[src/rtl/cpu_sequencer_pkg.sv]
// Shared definitions for the cpu_sequencer slice: opcodes, field positions, FSM states.
// Optional feature macro: CPU_SEQ_SINGLE_STEP_EN (adds the PAUSE state).
package cpu_sequencer_pkg;

  localparam logic [3:0] OP_NOP    = 4'h0;
  localparam logic [3:0] OP_ALU_LO = 4'h1;
  localparam logic [3:0] OP_ALU_HI = 4'h7;
  localparam logic [3:0] OP_JMP    = 4'h8;
  localparam logic [3:0] OP_BZ     = 4'h9;
  localparam logic [3:0] OP_ILL_LO = 4'hA;
  localparam logic [3:0] OP_ILL_HI = 4'hE;
  localparam logic [3:0] OP_HALT   = 4'hF;

  localparam int FLD_OP_LSB  = 28;
  localparam int FLD_RD_LSB  = 24;
  localparam int FLD_RS1_LSB = 20;
  localparam int FLD_RS2_LSB = 16;
  localparam int FLD_TGT_LSB = 0;

  typedef enum logic [2:0] {
    ST_IDLE      = 3'd0,
    ST_FETCH     = 3'd1,
    ST_DECODE    = 3'd2,
    ST_EXECUTE   = 3'd3,
    ST_WRITEBACK = 3'd4,
`ifdef CPU_SEQ_SINGLE_STEP_EN
    ST_HALT      = 3'd5,
    ST_PAUSE     = 3'd6
`else
    ST_HALT      = 3'd5
`endif
  } state_t;

endpackage

[src/rtl/cpu_sequencer_decode.sv]
// seq_decode: purely combinational split of the instruction register into
// register-file addresses, jump target and instruction-class flags.
module seq_decode
  import cpu_sequencer_pkg::*;
#(
  parameter int INSTR_W = 32,
  parameter int PC_W    = 6
) (
  input  logic [INSTR_W-1:0] ir,
  output logic [3:0]         op,
  output logic [3:0]         rd,
  output logic [3:0]         rs1,
  output logic [3:0]         rs2,
  output logic [PC_W-1:0]    target,
  output logic               is_alu,
  output logic               is_jmp,
  output logic               is_bz,
  output logic               is_halt,
  output logic               is_illegal
);

  // Bits between rs2 and the target field carry no meaning for the sequencer.
  logic unused_bits;

  assign op     = ir[FLD_OP_LSB  +: 4];
  assign rd     = ir[FLD_RD_LSB  +: 4];
  assign rs1    = ir[FLD_RS1_LSB +: 4];
  assign rs2    = ir[FLD_RS2_LSB +: 4];
  assign target = ir[FLD_TGT_LSB +: PC_W];

  assign unused_bits = ^ir[FLD_RS2_LSB-1:PC_W];

  assign is_alu     = (op >= OP_ALU_LO) && (op <= OP_ALU_HI);
  assign is_jmp     = (op == OP_JMP);
  assign is_bz      = (op == OP_BZ);
  assign is_halt    = (op == OP_HALT);
  assign is_illegal = (op >= OP_ILL_LO) && (op <= OP_ILL_HI);

endmodule

[src/rtl/cpu_sequencer.sv]
// cpu_sequencer: fetch/decode/execute/writeback controller owning PC and IR.
// Define CPU_SEQ_SINGLE_STEP_EN to add the `step` input and the PAUSE state:
// every transition that would enter FETCH parks in PAUSE until step is high.
module cpu_sequencer
  import cpu_sequencer_pkg::*;
#(
  parameter int PC_W     = 6,
  parameter int INSTR_W  = 32,
  parameter int RESET_PC = 0
) (
  input  logic               clk,
  input  logic               reset,
  input  logic               run,
`ifdef CPU_SEQ_SINGLE_STEP_EN
  input  logic               step,
`endif
  input  logic [INSTR_W-1:0] instr_in,
  input  logic               mem_ready,
  input  logic               zero_flag,
  output logic [PC_W-1:0]    pc,
  output logic [INSTR_W-1:0] ir,
  output logic [3:0]         alu_op,
  output logic [3:0]         rd_addr,
  output logic [3:0]         rs1_addr,
  output logic [3:0]         rs2_addr,
  output logic               alu_en,
  output logic               reg_we,
  output logic               halted,
  output logic               illegal
);

  localparam logic [PC_W-1:0] PC_RST = PC_W'(RESET_PC);
  localparam logic [PC_W-1:0] PC_ONE = PC_W'(1);

`ifdef CPU_SEQ_SINGLE_STEP_EN
  localparam state_t ST_NEXT = ST_PAUSE;
`else
  localparam state_t ST_NEXT = ST_FETCH;
`endif

  state_t          state;
  logic [PC_W-1:0] target;
  logic            is_alu, is_jmp, is_bz, is_halt, is_illegal;

  seq_decode #(.INSTR_W(INSTR_W), .PC_W(PC_W)) u_dec (
    .ir         (ir),
    .op         (alu_op),
    .rd         (rd_addr),
    .rs1        (rs1_addr),
    .rs2        (rs2_addr),
    .target     (target),
    .is_alu     (is_alu),
    .is_jmp     (is_jmp),
    .is_bz      (is_bz),
    .is_halt    (is_halt),
    .is_illegal (is_illegal)
  );

  // Sequencer FSM; strobes are registered on the transition into the state
  // they belong to, so alu_en is high throughout EXECUTE and reg_we throughout WRITEBACK.
  always_ff @(posedge clk) begin
    if (reset) begin
      state   <= ST_IDLE;
      pc      <= PC_RST;
      ir      <= '0;
      alu_en  <= 1'b0;
      reg_we  <= 1'b0;
      halted  <= 1'b0;
      illegal <= 1'b0;
    end else begin
      alu_en <= 1'b0;
      reg_we <= 1'b0;
      case (state)
        ST_IDLE: begin
          if (run) state <= ST_NEXT;
        end
        ST_FETCH: begin
          if (mem_ready) begin
            ir    <= instr_in;
            state <= ST_DECODE;
          end
        end
        ST_DECODE: begin
          if (is_illegal) illegal <= 1'b1;
          if (is_alu)     alu_en  <= 1'b1;
          state <= ST_EXECUTE;
        end
        ST_EXECUTE: begin
          if (is_alu) begin
            reg_we <= 1'b1;
            state  <= ST_WRITEBACK;
          end else if (is_halt) begin
            halted <= 1'b1;
            state  <= ST_HALT;
          end else begin
            if (is_jmp)                  pc <= target;
            else if (is_bz && zero_flag) pc <= target;
            else                         pc <= pc + PC_ONE;
            state <= ST_NEXT;
          end
        end
        ST_WRITEBACK: begin
          pc    <= pc + PC_ONE;
          state <= ST_NEXT;
        end
        ST_HALT: begin
          state <= ST_HALT;
        end
`ifdef CPU_SEQ_SINGLE_STEP_EN
        ST_PAUSE: begin
          if (step) state <= ST_FETCH;
        end
`endif
        default: state <= ST_IDLE;
      endcase
    end
  end

endmodule

[config.mk]
export PLATFORM = sky130hd
export DESIGN_NAME = cpu_sequencer
export DESIGN_NICKNAME = d
export VERILOG_FILES = /design/src/rtl/cpu_sequencer_pkg.sv /design/src/rtl/cpu_sequencer_decode.sv /design/src/rtl/cpu_sequencer.sv
export SDC_FILE = /design/constraint.sdc
export NUM_CORES = 1
export LEC_CHECK = 0
export CAP_MARGIN = 20
export CELL_PAD_IN_SITES_DETAIL_PLACEMENT = 1
export CELL_PAD_IN_SITES_GLOBAL_PLACEMENT = 1
export CORE_UTILIZATION = 29
export DETAILED_ROUTE_END_ITERATION = 16
export PLACE_DENSITY_LB_ADDON = 0.1
export SLEW_MARGIN = 15
export SYNTH_ARGS = -nofsm -noshare
export SYNTH_HDL_FRONTEND = slang
export SYNTH_SLANG_ARGS = --single-unit
[constraint.sdc]
create_clock -name clk -period 2.2 [get_ports clk]
set_input_delay 0.22 -clock clk [delete_from_list [all_inputs] [get_ports clk]]
set_output_delay 0.22 -clock clk [all_outputs]
set_load 0.02 [all_outputs]
### After elaboration in Yosys (flattened, before gate mapping)

Index checks and enable logic that the tools add are counted.

* register bits: 45
* input bits: 37
* output and inout bits: 58
* logic and storage cells: 50

* equality and inequality tests: 12
* bitwise gates (word level): 3
* $lt $le $gt $ge: 4
* reductions and logical operators: 12
* muxes and demuxes: 11
* add/subtract/negate cells: 1

Operators with widths (count)
* $mux W6: 4
* $pmux W3 S6: 1
* $eq A4 B4 Y1 const B: 3
* $mux W3: 4
* $pmux W6 S2: 1
* $ne A2 B2 Y1 const B: 4
* $add A6 B1 Y6 const B: 1
* $eq A3 B2 Y1 const B: 2
* $eq A3 B3 Y1 const B: 2
* $reduce_and A2 Y1: 3
* $reduce_and A3 Y1: 2
* $ge A4 B1 Y1 const B: 1
* $ge A4 B4 Y1 const B: 1
* $le A4 B3 Y1 const B: 1
* $le A4 B4 Y1 const B: 1
* $reduce_or A2 Y1: 2
* $eq A3 B1 Y1 const B: 1
* $logic_and A1 B1 Y1: 3
* $logic_not A3 Y1: 1
* $not A1 Y1: 3
* $reduce_bool A2 Y1: 1
* $mux W1: 1

### Logic depth before layout (Yosys ltp)

* word-level depth: 7
* mapped depth: 7

### Cells and area by module

Synthesis repeated with hierarchy kept, for this count alone.

* cell total of the unflattened synthesis: 249
* area total of the unflattened synthesis: 1999.4 µm²

By module, submodules not included
* cpu_sequencer: times used 1, area an instance 1786.7 µm², cells each 218, sequential area each 900.9 µm²
* seq_decode: times used 1, area an instance 212.7 µm², cells each 31, sequential area each 0.0 µm²

### Worst setup path after synthesis

No wires, ideal clock.

* kind: register to register
* start: register ir[31]
* end: register pc[1]
* path slack: 0.528 ns
* arrival time: 1.585 ns
* data required time: 2.114 ns
* path buffers: 1
* library setup time: 0.086 ns
* stages on the path, launching flop included: 6
* path through: dfxtp_1 -> a21boi_2 -> o221ai_2 -> and2_1 -> buf_2 -> a221oi_2

* word-level cells in the longest chain between the ends: 7
* elaborated cells on any way between the ends: 15

Ends and longest elaborated chain
* start: declaration: RTL line cpu_sequencer.sv:21 `output logic [INSTR_W-1:0] ir,`
* start signal: assignment: RTL line cpu_sequencer.sv:79 `ir <= instr_in;`
* $eq A4 B4 Y1: RTL line cpu_sequencer_decode.sv:35 `assign is_bz = (op == OP_BZ);`
* $logic_and A1 B1 Y1: RTL line cpu_sequencer.sv:97 `else if (is_bz && zero_flag) pc <= target;`
* $mux W6: RTL line cpu_sequencer.sv:97
* $mux W6: RTL line cpu_sequencer.sv:96 `if (is_jmp) pc <= target;`
* $mux W6: RTL line cpu_sequencer.sv:92 `end else if (is_halt) begin`
* $mux W6: RTL line cpu_sequencer.sv:89 `if (is_alu) begin`
* $pmux W6 S2: RTL line cpu_sequencer.sv:73 `case (state)`
* end signal: assignment: RTL line cpu_sequencer.sv:96
* end signal: assignment: RTL line cpu_sequencer.sv:97
* end signal: assignment: RTL line cpu_sequencer.sv:98 `else pc <= pc + PC_ONE;`
* end: declaration: RTL line cpu_sequencer.sv:20 `output logic [PC_W-1:0] pc,`

Several ways; a longest one is shown, not always the timed one. The select of a mux whose other input is x is not followed.
A chain may end at the register's enable or synchronous reset.

### Final worst setup path

* start: register state[2]
* end: register pc[1]

* word-level cells in the longest chain between the ends: 3
* elaborated cells on any way between the ends: 7

Ends and longest elaborated chain
* start: declaration: RTL line cpu_sequencer.sv:41 `state_t state;`
* start signal: assignment: RTL line cpu_sequencer.sv:63 `state <= ST_IDLE;`
* start signal: assignment: RTL line cpu_sequencer.sv:75 `if (run) state <= ST_NEXT;`
* start signal: assignment: RTL line cpu_sequencer.sv:80 `state <= ST_DECODE;`
* $eq A3 B2 Y1 / $eq A3 B3 Y1 (equally long branches): RTL line cpu_sequencer.sv:73
* $ne A2 B2 Y1 (no source line) / $reduce_bool A2 Y1 (equally long branches)
* $reduce_and A3 Y1 (no source line)

Several ways; a longest one is shown, not always the timed one.

==> metrics <==
Worst Hold Class flop to flop; post-CTS sizing 0; actual slew at the worst max-slew pin 0.895 ns; Initial Util 0.301; CP max FO 12; status complete, no violations; largest net degree at the start of global routing 50; Tot GR Track Use 0.158; input/output buffers 94; vias in the first global route 1919; commonest non-fill, non-tap cell in the layout clkdlybuf4s50_1; PD cells 571 mW/mm²; unrepaired setup endpoints after global routing false; drt pass-1 iters 4; post-synthesis sequential area ratio 0.440; Ant. Diodes 0; Placer Congestion 0.683; CTS Hold Bufs 0; H-tree depth 2; final wirelength 5500 µm; commonest non-fill, non-tap cells in the layout 93 x clkdlybuf4s50_1, 67 x nand2_1, 45 x dfxtp_1, 34 x a21oi_1, 9 x nor2_1; DRC 0; max cap viols 0; total CTS buffers 5; layout cells sized above 1 0.0662; Peak Freq 532 MHz; worst hold slack 0.458 ns; DRT antenna net count 0; HPWL after DPL 3860 µm; setup bufs post-CTS 0; routed vias 1892; Final Cycle Share 0.854; Worst setup EP type flop; relative slew slack 0.403; die area 0.00740 mm²; Top Ports 95; initial drt markers 27; P&R area growth vs syn 46.5%; Distinct cells, synth 38; maximum vdd drop 0.272 mV; EDFF count, synth 0; Final Setup Violations 0; Clock Sinks 45; Worst-path clk slew 0.08 ns; flop and latch count out of synthesis 45; initial antenna violation count 0; CP Class flop to flop; mapped cell area 0.00205 mm²; syn nets 285; Max Slew Vio Count 0; TNS Setup 0 ns; TritonCTS clock tree built; fin crit period 1.88 ns; Die X 86.0 µm; FP Rows 30; startpoint types flop; Congestion Overflow GR 0; Static Leak 1.02 nW; async set-reset flop share out of synthesis 0; Crit path arrival time 2.01 ns; vias per std cell 4.58; chip height 86.0 µm; Root Driver clkbuf_8; Yosys warnings 0; CP Data Required Time 2.33 ns; first-pass GRT wire length 9200 µm; clock tree buffer depth 2; Worst Skew 0.00327 ns; routed length per instance 13.3 µm; Post-Syn Area per Cell 8.29 µm²; Clk Latency, worst-skew pair 0.29 ns; Hold Vio Cnt, Final 0; ys flop type dfxtp_1; Post-Syn Instances 247; nets 355; core area 0.00679 mm²
## layout make-up
cell class	instances	area, µm²
repair buffers	97	958
fillers	815	3790
clock buffers	7	86.3
inverters	5	18.8
multi-input cells	163	916
flip-flops and latches	45	901
well taps	96	120
## metal layers
| layer | part of all wire | global-route usage | wire [µm] | vias up |
|---|---|---|---|---|
| li1 | - | - | - | 948 |
| met1 | 0.46 | 0.192 | 2530 | 888 |
| met2 | 0.46 | 0.263 | 2550 | 54 |
| met3 | 0.069 | 0.0529 | 381 | 2 |
| met4 | 0.0056 | 0.0455 | 31 | 0 |
| met5 | 0 | 0 | 0 | - |
## cells in the mapped netlist (all sizes together), types with 2 or more instances
cell      n  share of area
dfxtp    45           0.44
nor2     10          0.018
nand3     2         0.0049
a22oi     4          0.015
a2bb2oi   2         0.0086
nand2    67           0.12
mux2i     4          0.020
inv       5         0.0092
o32ai     5          0.036
nand2b    6          0.018
a21oi    34          0.083
clkbuf   11          0.020
buf      23          0.085
nor3      3         0.0073
or2       3         0.0092
nor2b     3         0.0092
nor3b     3          0.011
## kinds of logic after synthesis
| family | share of synthesized area |
|---|---|
| flops | 0.440 |
| compound gates | 0.194 |
| buf+inv | 0.114 |
| fa+ha+maj | 0.00611 |
| mux | 0.0195 |
| simple gates | 0.226 |
## path summary, 6_finish.rpt
| check | cells after the start | endpoint | slack [ns] | startpoint |
|---|---|---|---|---|
| worst max-delay path | 4 | pc[1] | 0.32 | state[2] |
| worst min-delay path | 2 | ir[14] | 0.46 | ir[14] |
| worst max register to register | 4 | pc[1] | 0.32 | state[2] |
| worst min register to register | 2 | ir[14] | 0.46 | ir[14] |
## report_power, final
group | internal (W) | leakage, nW | total, W | switching (W)
sequential | 0.000846 | 0.365 | 0.000877 | 0.0000311
combinational | 0.000165 | 0.613 | 0.000323 | 0.000157
clock | 0.000250 | 0.0443 | 0.000512 | 0.000262
## per-stage QoR
| step | instances | power [W] | setup WS [ns] | area [µm²] | utilization |
|---|---|---|---|---|---|
| 2_1_floorplan | 247 | 0.00107 | 0.528 | 2050 | - |
| 3_3_place_gp | 406 | 0.00122 | 0.397 | 2910 | 0.429 |
| 3_5_place_dp | 406 | 0.00123 | 0.319 | 2910 | 0.429 |
| 4_1_cts | 413 | 0.00175 | 0.295 | 3000 | 0.442 |
| 5_1_grt | 413 | 0.00180 | 0.195 | 3000 | 0.442 |
| 6_report | 413 | 0.00171 | 0.320 | 3000 | 0.442 |
## registers in the layout (all words and copies together) (netlist names)
name / flops
alu_en: 1
halted: 1
illegal: 1
ir: 32
pc: 6
reg_we: 1
state: 3
## worst max-delay path: stages (launching register included)
cell	delay, ns
dfxtp_1	0.53
or3b_1	0.54
o2111ai_4	0.27
a2bb2oi_1	0.28
a221oi_2	0.09
(Power assumes the default switching activity.)
